File: src/rtl/fp_ser_pkg.sv
// fp_ser_pkg: shared state encoding, flag positions and IEEE-754 constant helpers
// for the byte-serial floating-point multiplier.
package fp_ser_pkg;
  typedef enum logic [2:0] {IDLE, LOAD, MUL, NORM, RND, OUT} state_t;
  localparam int F_INVALID   = 3;
  localparam int F_OVERFLOW  = 2;
  localparam int F_UNDERFLOW = 1;
  localparam int F_INEXACT   = 0;
  function automatic int bias(input int ew);
    return (1 << (ew - 1)) - 1;
  endfunction
  // Canonical quiet NaN: sign 0, exponent all ones, only the fraction MSB set.
  function automatic logic [255:0] qnan(input int ew, input int fw);
    logic [255:0] v;
    v = '0;
    for (int i = 0; i < ew; i++) v[fw + i] = 1'b1;
    v[fw - 1] = 1'b1;
    return v;
  endfunction
endpackage

File: src/rtl/fp_seq_mul.sv
// fp_seq_mul: radix-2 shift-add significand multiplier, one multiplier bit per cycle.
// o_done is high during the final iteration, so o_prod is complete after that edge.
module fp_seq_mul #(
  parameter int N = 53
) (
  input  logic           i_clk,
  input  logic           i_rst_n,
  input  logic           i_start,
  input  logic [N-1:0]   i_a,
  input  logic [N-1:0]   i_b,
  output logic           o_done,
  output logic [2*N-1:0] o_prod
);
  localparam int CW = $clog2(N + 1);
  logic [N-1:0]   r_a;
  logic [2*N-1:0] r_p;
  logic [CW-1:0]  r_cnt;
  logic [N:0]     w_sum;
  assign w_sum  = {1'b0, r_p[2*N-1:N]} + {1'b0, (r_p[0] ? r_a : {N{1'b0}})};
  assign o_done = r_cnt == CW'(1);
  assign o_prod = r_p;
  always_ff @(posedge i_clk or negedge i_rst_n) begin
    if (!i_rst_n) begin
      r_a   <= '0;
      r_p   <= '0;
      r_cnt <= '0;
    end else if (i_start) begin
      r_a   <= i_a;
      r_p   <= {{N{1'b0}}, i_b};
      r_cnt <= CW'(N);
    end else if (r_cnt != '0) begin
      r_p   <= {w_sum, r_p[N-1:1]};
      r_cnt <= r_cnt - CW'(1);
    end
  end
endmodule

File: src/rtl/fp_mult_ser.sv
// fp_mult_ser: byte-serial IEEE-754 multiplier with RNE rounding, DAZ/FTZ and flags.
// Operands stream in MSB first (x then y), the product streams out over the same bus.
module fp_mult_ser
  import fp_ser_pkg::*;
#(
  parameter int EXP_W  = 11,
  parameter int FRAC_W = 52,
  parameter int BUS_W  = 8
) (
  input  logic             CLK,
  input  logic             RESET_N,
  input  logic [BUS_W-1:0] DATA_IN,
  input  logic             ENABLE,
  output logic [BUS_W-1:0] DATA_OUT,
  output logic             READY,
  output logic [3:0]       FLAGS,
  output logic             BUSY
);
  localparam int W  = 1 + EXP_W + FRAC_W;
  localparam int NB = W / BUS_W;
  localparam int N  = FRAC_W + 1;
  localparam int CW = $clog2(2 * NB + 1);
  localparam int EW = EXP_W + 2;
  localparam logic [W-1:0]          QNAN   = W'(qnan(EXP_W, FRAC_W));
  localparam logic signed [EW-1:0]  BIAS_S = EW'(bias(EXP_W));
  localparam logic signed [EW-1:0]  EMAX   = EW'((1 << EXP_W) - 1);
  state_t                  r_state;
  logic [CW-1:0]           r_cnt;
  logic [2*W-1:0]          r_op;
  logic [W-1:0]            r_out;
  logic                    r_sign;
  logic signed [EW-1:0]    r_exp;
  logic [FRAC_W-1:0]       r_frac;
  logic                    r_g, r_r, r_s;
  logic                    r_spec;
  logic [W-1:0]            r_spec_res;
  logic [3:0]              r_spec_fl;
  logic [2*W-1:0]          w_op_nxt;
  logic                    w_last, w_done;
  logic [2*N-1:0]          w_prod;
  logic [EXP_W-1:0]        w_ex, w_ey;
  logic [FRAC_W-1:0]       w_fx, w_fy;
  logic                    w_sign;
  logic                    w_x_zero, w_y_zero, w_x_inf, w_y_inf, w_x_nan, w_y_nan;
  logic                    w_snan, w_nan, w_inv_mul, w_uf, w_spec;
  logic [W-1:0]            w_spec_res;
  logic [3:0]              w_spec_fl;
  logic                    w_msb;
  logic [FRAC_W-1:0]       w_nfrac;
  logic                    w_g, w_r, w_s;
  logic signed [EW-1:0]    w_nexp;
  logic                    w_up, w_carry, w_ovf, w_inx;
  logic [FRAC_W-1:0]       w_rfrac;
  logic signed [EW-1:0]    w_rexp;
  logic [W-1:0]            w_res;
  logic [3:0]              w_fl;
  assign BUSY     = r_state != IDLE;
  assign w_op_nxt = {r_op[2*W-BUS_W-1:0], DATA_IN};
  assign w_last   = (r_state == LOAD) && ENABLE && (r_cnt == CW'(2 * NB - 1));
  // The multiplier loads straight from the assembled operands on the final capture edge.
  fp_seq_mul #(.N(N)) u_mul (
    .i_clk   (CLK),
    .i_rst_n (RESET_N),
    .i_start (w_last),
    .i_a     ({1'b1, w_op_nxt[W+FRAC_W-1:W]}),
    .i_b     ({1'b1, w_op_nxt[FRAC_W-1:0]}),
    .o_done  (w_done),
    .o_prod  (w_prod)
  );
  assign w_ex      = r_op[2*W-2 -: EXP_W];
  assign w_fx      = r_op[W+FRAC_W-1:W];
  assign w_ey      = r_op[W-2 -: EXP_W];
  assign w_fy      = r_op[FRAC_W-1:0];
  assign w_sign    = r_op[2*W-1] ^ r_op[W-1];
  assign w_x_zero  = w_ex == '0;
  assign w_y_zero  = w_ey == '0;
  assign w_x_nan   = (&w_ex) && (|w_fx);
  assign w_y_nan   = (&w_ey) && (|w_fy);
  assign w_x_inf   = (&w_ex) && !(|w_fx);
  assign w_y_inf   = (&w_ey) && !(|w_fy);
  assign w_snan    = (w_x_nan && !w_fx[FRAC_W-1]) || (w_y_nan && !w_fy[FRAC_W-1]);
  assign w_nan     = w_x_nan || w_y_nan;
  assign w_inv_mul = (w_x_inf && w_y_zero) || (w_y_inf && w_x_zero);
  assign w_msb     = w_prod[2*N-1];
  assign w_nfrac   = w_msb ? w_prod[2*FRAC_W:FRAC_W+1] : w_prod[2*FRAC_W-1:FRAC_W];
  assign w_g       = w_msb ? w_prod[FRAC_W]   : w_prod[FRAC_W-1];
  assign w_r       = w_msb ? w_prod[FRAC_W-1] : w_prod[FRAC_W-2];
  assign w_s       = w_msb ? |w_prod[FRAC_W-2:0] : |w_prod[FRAC_W-3:0];
  assign w_nexp    = $signed({2'b00, w_ex}) + $signed({2'b00, w_ey}) - BIAS_S
                   + $signed({{(EW-1){1'b0}}, w_msb});
  assign w_uf      = w_nexp <= 0;
  assign w_spec    = w_nan || w_x_inf || w_y_inf || w_x_zero || w_y_zero || w_uf;
  assign w_spec_res = (w_nan || w_inv_mul) ? QNAN :
                      (w_x_inf || w_y_inf) ? {w_sign, {EXP_W{1'b1}}, {FRAC_W{1'b0}}} :
                                             {w_sign, {(W-1){1'b0}}};
  assign w_spec_fl  = (w_nan || w_inv_mul) ? {w_inv_mul || w_snan, 3'b000} :
                      (w_x_inf || w_y_inf || w_x_zero || w_y_zero) ? 4'b0000 :
                      4'((1 << F_UNDERFLOW) | (1 << F_INEXACT));
  assign w_up               = r_g && (r_r || r_s || r_frac[0]);
  assign {w_carry, w_rfrac} = {1'b0, r_frac} + {{FRAC_W{1'b0}}, w_up};
  assign w_rexp             = r_exp + $signed({{(EW-1){1'b0}}, w_carry});
  assign w_ovf              = w_rexp >= EMAX;
  assign w_inx              = r_g || r_r || r_s;
  assign w_res = r_spec ? r_spec_res :
                 w_ovf  ? {r_sign, {EXP_W{1'b1}}, {FRAC_W{1'b0}}} :
                          {r_sign, w_rexp[EXP_W-1:0], w_rfrac};
  assign w_fl  = r_spec ? r_spec_fl :
                 w_ovf  ? 4'((1 << F_OVERFLOW) | (1 << F_INEXACT)) :
                          {3'b000, w_inx};
  always_ff @(posedge CLK or negedge RESET_N) begin
    if (!RESET_N) begin
      r_state    <= IDLE;
      r_cnt      <= '0;
      r_op       <= '0;
      r_out      <= '0;
      r_sign     <= 1'b0;
      r_exp      <= '0;
      r_frac     <= '0;
      r_g        <= 1'b0;
      r_r        <= 1'b0;
      r_s        <= 1'b0;
      r_spec     <= 1'b0;
      r_spec_res <= '0;
      r_spec_fl  <= '0;
      DATA_OUT   <= '0;
      READY      <= 1'b0;
      FLAGS      <= '0;
    end else begin
      case (r_state)
        IDLE: if (ENABLE) begin
          r_op    <= w_op_nxt;
          r_cnt   <= CW'(1);
          r_state <= LOAD;
        end
        LOAD: if (ENABLE) begin
          r_op    <= w_op_nxt;
          r_cnt   <= w_last ? '0 : r_cnt + CW'(1);
          r_state <= w_last ? MUL : LOAD;
        end
        MUL: if (w_done) r_state <= NORM;
        NORM: begin
          r_sign     <= w_sign;
          r_exp      <= w_nexp;
          r_frac     <= w_nfrac;
          r_g        <= w_g;
          r_r        <= w_r;
          r_s        <= w_s;
          r_spec     <= w_spec;
          r_spec_res <= w_spec_res;
          r_spec_fl  <= w_spec_fl;
          r_state    <= RND;
        end
        RND: begin
          DATA_OUT <= w_res[W-1 -: BUS_W];
          r_out    <= w_res << BUS_W;
          READY    <= 1'b1;
          FLAGS    <= w_fl;
          r_cnt    <= CW'(1);
          r_state  <= OUT;
        end
        OUT: if (r_cnt == CW'(NB)) begin
          DATA_OUT <= '0;
          READY    <= 1'b0;
          FLAGS    <= '0;
          r_cnt    <= '0;
          r_state  <= IDLE;
        end else begin
          DATA_OUT <= r_out[W-1 -: BUS_W];
          r_out    <= r_out << BUS_W;
          r_cnt    <= r_cnt + CW'(1);
        end
        default: r_state <= IDLE;
      endcase
    end
  end
endmodule

File: config.mk
export PLATFORM = sky130hd
export DESIGN_NAME = fp_mult_ser
export DESIGN_NICKNAME = d
export VERILOG_FILES = /design/src/rtl/fp_ser_pkg.sv /design/src/rtl/fp_seq_mul.sv /design/src/rtl/fp_mult_ser.sv
export SDC_FILE = /design/constraint.sdc
export NUM_CORES = 1
export LEC_CHECK = 0
export CORE_MARGIN = 3
export CORE_UTILIZATION = 50
export CTS_BUF_LIST = sky130_fd_sc_hd__clkbuf_8 sky130_fd_sc_hd__clkbuf_16
export DETAILED_ROUTE_END_ITERATION = 10
export GPL_TIMING_DRIVEN = 1
export PLACE_DENSITY = 0.66
export SLEW_MARGIN = 20
export SYNTH_ARGS = -nofsm -noshare
export SYNTH_HDL_FRONTEND = slang
export SYNTH_HIERARCHICAL = 1
export SYNTH_SLANG_ARGS = --single-unit
File: constraint.sdc
create_clock -name CLK -period 6.95 [get_ports CLK]
set_clock_uncertainty 0.15 [all_clocks]
set_input_delay 1.0425 -clock CLK [delete_from_list [all_inputs] [get_ports CLK]]
set_output_delay 1.0425 -clock CLK [all_outputs]
set_load 0.02 [all_outputs]
## Word-level counts from Yosys, hierarchy flattened

Cells that the tools add are included.

| storage, ports and cells | value |
|---|---|
| RAM bits | 0 |
| bits in registers | 516 |
| bits in read-only memories | 0 |
| logic and storage cells | 131 |
| bits in latches | 0 |
| memories | 0 |
| bits of input ports | 11 |

| operators by class | value |
|---|---|
| bitwise operators | 1 |
| divide/modulo/power cells | 0 |
| multipliers | 0 |
| order comparisons | 2 |
| $add $sub $neg | 8 |
| shifts and indexed selects | 0 |
| eq/ne operators | 13 |
| multiplexer cells | 36 |
| reduce and logical (&&, ||, !) cells | 52 |

Operators with widths:

| operator | number |
|---|---|
| $mux W106 | 2 |
| $mux W64 | 3 |
| $pmux W64 S2 | 1 |
| $mux W63 | 2 |
| $reduce_or A52 Y1 | 2 |
| $add A53 B53 Y54 | 1 |
| $add A52 B1 Y53 | 1 |
| $mux W53 | 1 |
| $mux W52 | 1 |
| $reduce_or A51 Y1 | 1 |
| $reduce_or A50 Y1 | 1 |
| $add A13 B2 Y13 | 2 |
| $logic_not A11 Y1 | 2 |
| $reduce_and A11 Y1 | 2 |
| $mux W5 | 4 |
| $pmux W5 S4 | 1 |
| $pmux W3 S6 | 1 |
| $logic_or A1 B1 Y1 | 17 |
| $pmux W8 S2 | 1 |
| $mux W3 | 5 |
| $ge A13 B12 Y1 const B | 1 |
| $le A13 B1 Y1 const B | 1 |
| $sub A12 B10 Y13 const B | 1 |
| $add A11 B11 Y12 | 1 |
| other kinds (28) | 57 |

## Depth between registers and ports, before layout

Gate-level depths: netlist (run 1).

| depth | value |
|---|---|
| depth in word-level cells | 9 |
| mapped depth | 16 |

## Hierarchy

Netlist (run 1), hierarchy kept.

By module, submodules not included:

| module | area an instance (um^2) | cells an instance | seq. area each (um^2) | instances |
|---|---|---|---|---|
| fp_mult_ser | 13955.9 | 1341 | 7006.7 | 1 |
| fp_seq_mul | 10304.9 | 1106 | 4129.0 | 1 |

## Worst setup path after synthesis (run 1)

No wires, ideal clock.

| timing path | value |
|---|---|
| kind | reg2reg |
| start | register r_frac[0] |
| end | register r_out[48] |
| period minus slack after synthesis | 4.215 ns |
| buffers on the path | 2 |
| setup time | 0.135 ns |
| stages on the path, launching flop included | 17 |
| arrival | 3.930 ns |
| path slack | 2.735 ns |
| cells stage by stage | dfrtp_1 -> and2_1 -> ha_1 -> nand4_1 -> nor3_2 -> nand4_1 -> nor4_1 -> ha_1 -> ha_1 -> clkbuf_1 -> nand4_1 -> nor3_1 -> xnor2_1 -> o2111ai_1 -> o211ai_1 -> clkbuf_1 -> o22ai_1 |

| on the way | value |
|---|---|
| word-level cells in the longest chain between the ends | 8 |

RTL lines:

| item | RTL line | text |
|---|---|---|
| start: declaration | fp_mult_ser.sv:33 | `logic [FRAC_W-1:0] r_frac;` |
| start signal: assignment | fp_mult_ser.sv:144 | `r_frac <= w_nfrac;` |
| $logic_or A1 B1 Y1 | fp_mult_ser.sv:99 | `assign w_up = r_g && (r_r \|\| r_s \|\| r_frac[0]);` |
| $logic_and A1 B1 Y1 | fp_mult_ser.sv:99 |  |
| $add A52 B1 Y53 * | fp_mult_ser.sv:100 | `assign {w_carry, w_rfrac} = {1'b0, r_frac} + {{FRAC_W{1'b0}}, w_up};` |
| $add A13 B2 Y13 | fp_mult_ser.sv:101 | `assign w_rexp = r_exp + $signed({{(EW-1){1'b0}}, w_carry});` |
| $ge A13 B12 Y1 | fp_mult_ser.sv:102 | `assign w_ovf = w_rexp >= EMAX;` |
| $mux W63 * | fp_mult_ser.sv:105 | `w_ovf ? {r_sign, {EXP_W{1'b1}}, {FRAC_W{1'b0}}} :` |
| $mux W64 * | fp_mult_ser.sv:104 | `assign w_res = r_spec ? r_spec_res :` |
| $pmux W64 S2 * | fp_mult_ser.sv:129 | `case (r_state)` |
| end signal: assignment | fp_mult_ser.sv:155 | `r_out <= w_res << BUS_W;` |
| end signal: assignment | fp_mult_ser.sv:169 | `r_out <= r_out << BUS_W;` |
| end: declaration | fp_mult_ser.sv:30 | `logic [W-1:0] r_out;` |

Mark *: on every way between the ends. The rest lies on a longest branch, timed or not.
A chain may end at the register's enable or synchronous reset.

## Final worst setup path (run 1)

| timing path | value |
|---|---|
| start | register r_frac[0] |
| end | register DATA_OUT[2] |

| on the way | value |
|---|---|
| word-level cells in the longest chain between the ends | 8 |

RTL lines:

| item | RTL line | text |
|---|---|---|
| $logic_or A1 B1 Y1 | fp_mult_ser.sv:99 |  |
| $logic_and A1 B1 Y1 | fp_mult_ser.sv:99 |  |
| $add A52 B1 Y53 * | fp_mult_ser.sv:100 |  |
| $add A13 B2 Y13 * | fp_mult_ser.sv:101 |  |
| $ge A13 B12 Y1 | fp_mult_ser.sv:102 |  |
| $mux W63 * | fp_mult_ser.sv:105 |  |
| $mux W64 * | fp_mult_ser.sv:104 |  |
| $pmux W8 S2 * | fp_mult_ser.sv:129 |  |
| end signal: assignment | fp_mult_ser.sv:154 | `DATA_OUT <= w_res[W-1 -: BUS_W];` |
| end signal: assignment | fp_mult_ser.sv:168 | `DATA_OUT <= r_out[W-1 -: BUS_W];` |
| end: declaration | fp_mult_ser.sv:14 | `output logic [BUS_W-1:0] DATA_OUT,` |

Marks and branches as above.

==> results of run 1 <==
stage by stage:
stage | hold WS (ns) | power, mW | worst slack (ns)
2_1_floorplan | 0.292 | 8.59 | 2.73
3_3_place_gp | 0.308 | 9.97 | 1.62
3_5_place_dp | 0.319 | 10.2 | 1.46
4_1_cts | 0.267 | 12.8 | 1.41
5_1_grt | 0.285 | 13.8 | 1.06
6_report | 0.258 | 12.8 | 1.51
final cells by class:
class                      count  share of cell area (%)
sequential                   445                    42.0
multi-input combinational   1828                    46.7
clock inverter                33                    1.15
clock buffer                  58                    5.09
inverter                      40                   0.566
timing repair buffer          40                    1.59
tap                          615                    2.90
critical path, stage by stage (launching register included):
cell,delay (ns)
dfrtp_1,0.40
and2_1,0.17
ha_1,0.23
nand4_1,0.18
nor3_2,0.46
nand4_1,0.34
nor4_1,0.75
ha_1,0.37
ha_1,0.38
nand4_1,0.22
nor3_1,0.25
xnor2_1,0.15
o2111ai_1,0.18
o211ai_1,0.20
buf_4,0.47
nand3_1,0.24
a21oi_1,0.19
flip-flops by register name, summed over array words and instances (netlist names):
signal        cells
u_mul/r_a        53
r_state           3
DATA_OUT          8
r_sign            1
r_spec_res        3
r_s               1
r_g               1
FLAGS             4
r_exp            13
u_mul/r_cnt       6
r_r               1
READY             1
r_spec            1
r_op            128
u_mul/o_prod    106
r_cnt             5
r_out            56
r_frac           52
r_spec_fl         2
layer usage:
layer  wire (um)  global-route usage [%]  vias up
li1            -                       -     8709
met1       29300                    36.3     8951
met2       26400                    35.9      449
met3        2840                    2.99       93
met4        1230                    5.93        0
met5           0                       0        -
cell usage after synthesis, types with 6 or more instances:
| library cell | count | area share, % |
|---|---|---|
| dfrtp_1 | 445 | 46 |
| nand2_1 | 298 | 4.6 |
| o21ai_0 | 187 | 3.9 |
| mux2_2 | 184 | 8.5 |
| a21oi_1 | 166 | 3.4 |
| nor2_1 | 146 | 2.3 |
| mux2i_1 | 110 | 4.5 |
| clkbuf_1 | 106 | 1.6 |
| ha_1 | 83 | 4.3 |
| xnor2_1 | 62 | 2.2 |
| and2_1 | 60 | 1.5 |
| nand3_1 | 53 | 1.1 |
| nor4_1 | 52 | 1.3 |
| xor2_1 | 50 | 1.8 |
| o22ai_1 | 45 | 1.2 |
| inv_1 | 40 | 0.62 |
| nor3_1 | 39 | 0.80 |
| a21o_1 | 36 | 1.1 |
| nand4_1 | 35 | 0.90 |
| and3_1 | 21 | 0.54 |
| a211oi_1 | 20 | 0.62 |
| nor2b_1 | 14 | 0.36 |
| buf_1 | 10 | 0.15 |
| nand2b_1 | 10 | 0.26 |
| or3_1 | 10 | 0.26 |
| a31oi_1 | 8 | 0.21 |
| nor3b_1 | 8 | 0.25 |
| a22oi_1 | 7 | 0.22 |
| or2_2 | 7 | 0.18 |
| and4_1 | 6 | 0.22 |
| buf_6 | 6 | 0.28 |
| o211ai_1 | 6 | 0.19 |
| o31ai_1 | 6 | 0.19 |
cells by family (layout without fill, tap and decap cells):
logic type	Yosys count	in the layout
adder cells (fa/ha/maj)	85	85
AO/OA/AOI/OAI	547	547
AND/OR/NAND/NOR	788	788
multiplexers	294	294
other	1	2
XOR/XNOR	112	112
buffers and inverters	175	171
flip-flops	445	445
where the power goes:
part	internal [mW]	switching, mW
Combinational	2.31	2.78
Clock	1.54	1.09
Sequential	3.77	1.33
worst paths after layout:
kind                       startpoint  slack, ns          end  cells after the start
max reg2reg                 r_frac[0]       1.51  DATA_OUT[2]                     16
max                         r_frac[0]       1.51  DATA_OUT[2]                     16
min reg2reg                  r_out[9]       0.33     r_out[9]                      2
max in group asynchronous     RESET_N       5.12    r_op[105]                      2
min                           RESET_N       0.26   r_state[1]                      1
min in group CLK             r_out[9]       0.33     r_out[9]                      2
==> out/qor.yml, run 1 <==
worstHoldPathType: "in2async"
portBuffers: 24
cts_tree: "done"
gp_congestion: 0.906
hpwl_um: 42800
wl_per_cell_um: 19.5
cap_violations: 0
cp_data_arrival_time_ns: 5.79
ys_warn_count: 6
antenna_found_initial: 0
n_fill_cell: 4134
slew_headroom_pct: 35.7
cts_max_path_buffers: 3
synth-async-reset-ratio_pct: 100
p_leak_nw: 11.2
vias: 18200
cts-root-buf: "clkbuf_16"
nNetsFinal: 2500
grt_pass1_vias: 17500
drtIter0Drc: 1662
synth_top_family_by_area: "simple AND/OR/NAND/NOR gates"
timing_worst_setup_path_type: "reg2reg"
final_cells: 3059
pin_count: 25
antenna-diode-count: 0
drcViolationCount: 0
final-hold-violation-count: 0
netlist_area_um2: 24300
synth.distinct_cells: 91
synthXorXnorAreaFrac_pct: 4.04
max_freq_ghz: 0.184
syn_to_final_growth_pct: 9.39
startpoint_type: "flop"
synth_mux_area_share_pct: 13.1
ys_ff_latch: 445
synth_cells: 2447
die_h_um: 226
hold_buffers: 0
clock_sinks: 445
setup_tns_ns: 0
avgSynthCellArea_um2: 9.91
yosys.area_share.adder_pct: 4.45
clkTransAtPathRegs_ns: 0.06
synth_flop_cell: "dfrtp_1"
ir_drop_v: 0.000371
core_um2: 47800
synth_seq_area_share_pct: 45.9
fp-row-count: 80
grtUsageTotal_pct: 23.7
synth-edff-count: 0
rsz0062_at_grt: "false"
worst_pin_slew_ns: 0.964
powerDensity_nw_per_um2: 483
grt_max_degree: 161
htreeDepth: 2
wl_um: 59800
multi_input_area_um2: 12400
start_util_pct: 50.7
status: "completed"
post_cts_resized: 0
final_cell_mix: "dfrtp_1 (444), nand2_1 (296), o21ai_0 (186)"
final-setup-viol-count: 0
crit_path_max_fanout: 53
yosys.area_share.simple_pct: 15.9
die_x_um: 226
dr.pass1.iters: 5
fin_util_pct: 55.5
grt_remaining_overflow: 0
critPathCaptureType: "flop"
drive_gt1_share_pct: 13.3
seq_area_um2: 11100
avgViaCountPerCell: 5.95
slew_violations: 0
final_common_cell: "dfrtp_1"
period_share_pct: 78.3
cts_buffers: 49
finalInstanceArea_um2: 26500
insertion_delay_ns: 0.58
placedCellCount: 2968
place_area_um2: 24900
grt_first_pass_wirelength_um: 97800
fin_crit_ns: 5.44
synth_compound_area_share_pct: 13.5
critical_path_required_ns: 7.30
post_cts_buffers: 0
die_area_um2: 51200
detail-route-antenna-nets: 0
No activity file was read; power rests on OpenSTA's default activity.
==> inputs of run 2 (changes only) <==
PLACE_DENSITY = 0.68   (was 0.66)
clock period = 4.9 ns   (was 6.95 ns; I/O delays follow)
==> out/qor.yml, run 2 (synthesis results as in run 1) <==
status: "completed"  # unchanged
clkTransAtPathRegs_ns: 0.06  # about the same
final_common_cell: "dfrtp_1"  # unchanged
gp_congestion: 0.899  # was 0.906
clock_sinks: 445  # unchanged
slew_headroom_pct: 32.1  # was 35.7%
syn_to_final_growth_pct: 10.1  # was 9.39%
hold_buffers: 0  # unchanged
r2r_cells: 16  # unchanged
grt_first_pass_wirelength_um: 97300  # was 97,800 um
regToRegStartpoint: "r_frac[0]"  # unchanged
post_cts_resized: 0  # unchanged
final-hold-violation-count: 0  # unchanged
die_x_um: 226  # unchanged
antenna_found_initial: 0  # unchanged
drive_gt1_share_pct: 13.5  # was 13.3%
rsz0062_at_grt: "false"  # unchanged
drtIter0Drc: 1472  # was 1,662
vias: 18100  # was 18,200
startpoint_type: "flop"  # unchanged
slowest_stage: "o211ai_1"  # was nor4_1
timing_worst_setup_path_type: "reg2reg"  # unchanged
rrSetupSlack_ns: 0.54  # was 1.51 ns
detail-route-antenna-nets: 0  # unchanged
htreeDepth: 2  # unchanged
slew_violations: 0  # unchanged
worst_pin_slew_ns: 1.01  # was 0.964 ns
max_freq_ghz: 0.230  # was 0.184 GHz
drcViolationCount: 0  # unchanged
die_h_um: 226  # unchanged
grtUsageTotal_pct: 23.7  # about the same
p_leak_nw: 11.3  # was 11.2 nW
crit_path_max_fanout: 51  # was 53
final-setup-viol-count: 0  # unchanged
fin_crit_ns: 4.36  # was 5.44 ns
ir_drop_v: 0.000349  # was 0.000371 V
grt_remaining_overflow: 0  # unchanged
die_area_um2: 51200  # unchanged
cp_top_family: "simple AND/OR/NAND/NOR gates"  # unchanged
critical_path_required_ns: 5.19  # was 7.30 ns
cp_data_arrival_time_ns: 4.65  # was 5.79 ns
core_um2: 47800  # unchanged
worstHoldPathType: "in2async"  # unchanged
pin_count: 25  # unchanged
cap_violations: 0  # unchanged
hpwl_um: 43300  # was 42,800 um
nNetsFinal: 2509  # was 2,500
top_register: "r_op"  # unchanged
avgViaCountPerCell: 5.91  # was 5.95
fp-row-count: 80  # unchanged
total_power_mw: 18.3  # was 12.8 mW
insertion_delay_ns: 0.60  # was 0.58 ns
critPathCaptureType: "flop"  # unchanged
portBuffers: 24  # unchanged
setup_tns_ns: 0  # unchanged
path_buf_inv: 2  # was 1
period_share_pct: 88.9  # was 78.3%
slowest_delay_ns: 0.49  # was 0.75 ns
cts-root-buf: "clkbuf_16"  # unchanged
post_cts_buffers: 0  # unchanged
cts_tree: "done"  # unchanged
grt_max_degree: 133  # was 161
largest_reg_flops: 128  # unchanged
grt_pass1_vias: 17600  # was 17,500
powerDensity_nw_per_um2: 686  # was 483 nW/um2
wl_um: 59900  # was 59,800 um
final_cell_mix: "dfrtp_1 (444), nand2_1 (296), o21ai_0 (186)"  # unchanged
cts_buffers: 47  # was 49
start_util_pct: 50.7  # unchanged
antenna-diode-count: 0  # unchanged
cts_max_path_buffers: 3  # unchanged
reg2reg_to: "r_out[51]"  # was DATA_OUT[2]
path_cells: "and2_1 -> ha_1 -> nand4_1 -> nor3_2 -> nand4_1 -> nor4_1 -> buf_4 -> ha_1 -> ha_1 -> nand4_1 -> nor3_1 -> xnor2_1 -> o2111ai_1 -> o211ai_1 -> buf_12 -> o21ai_0"  # was and2_1 -> ha_1 -> nand4_1 -> nor3_2 -> nand4_1 -> nor4_1 -> ha_1 -> ha_1 -> nand4_1 -> nor3_1 -> xnor2_1 -> o2111ai_1 -> o211ai_1 -> buf_4 -> nand3_1 -> a21oi_1
wl_per_cell_um: 19.5  # about the same
dr.pass1.iters: 5  # unchanged
## run 2: per-stage QoR
| step | utilization [%] | instances | cell area (um2) | setup slack (ns) | hold WS (ns) |
|---|---|---|---|---|---|
| after floorplan | - | 2448 | 24300 | 0.685 | 0.289 |
| after global placement | 52.2 | 2978 | 25000 | 0.596 | 0.311 |
| after detailed placement | 52.2 | 2978 | 25000 | 0.551 | 0.316 |
| after CTS | 55.7 | 3064 | 26700 | 0.520 | 0.0378 |
| after global routing | 55.8 | 3065 | 26700 | 0.0784 | 0.0858 |
| final | 55.8 | 3065 | 26700 | 0.544 | 0.0328 |
## run 2: how the worst max path moves through the flow
stage / from / end / slack (ns) / cells after the start
finish: r_frac[0] / r_out[51] / 0.54 / 16
global route: r_frac[0] / r_out[58] / 0.08 / 16
CTS: r_frac[0] / r_out[58] / 0.52 / 16
detailed placement: r_frac[0] / r_out[56] / 0.55 / 16
global placement: r_frac[0] / r_out[43] / 0.60 / 16
floorplan: r_frac[0] / r_out[48] / 0.68 / 16
## run 2: worst reg2reg max path: stages (launching register included)
cell and delay, ns:
dfrtp_1 0.40, and2_1 0.16, ha_1 0.20, nand4_1 0.17, nor3_2 0.24, nand4_1 0.26, nor4_1 0.35, buf_4 0.18
ha_1 0.22, ha_1 0.20, nand4_1 0.16, nor3_1 0.26, xnor2_1 0.15, o2111ai_1 0.18, o211ai_1 0.49, buf_12 0.29
o21ai_0 0.15
## run 2: report_power, final
| part | switching (mW) | internal, mW | total [mW] |
|---|---|---|---|
| Clock | 1.53 | 2.32 | 3.85 |
| Combinational | 3.92 | 3.30 | 7.22 |
| Sequential | 1.90 | 5.35 | 7.24 |
## run 2: layer usage
metal / share of wire (%) / global-route usage (%) / vias up
met1: 48 / 35.4 / 8902
met2: 44 / 35.8 / 404
met5: 0 / 0 / -
li1: - / - / 8723
met3: 4.8 / 3.16 / 97
met4: 3.0 / 7.86 / 0
## run 2: cell type report
class,instances,area [um2]
clock buffer,56,1300
sequential,445,11100
timing repair buffer,51,556
tap,615,769
multi-input combinational,1828,12400
clock inverter,30,389
inverter,40,150
fill,4171,21100
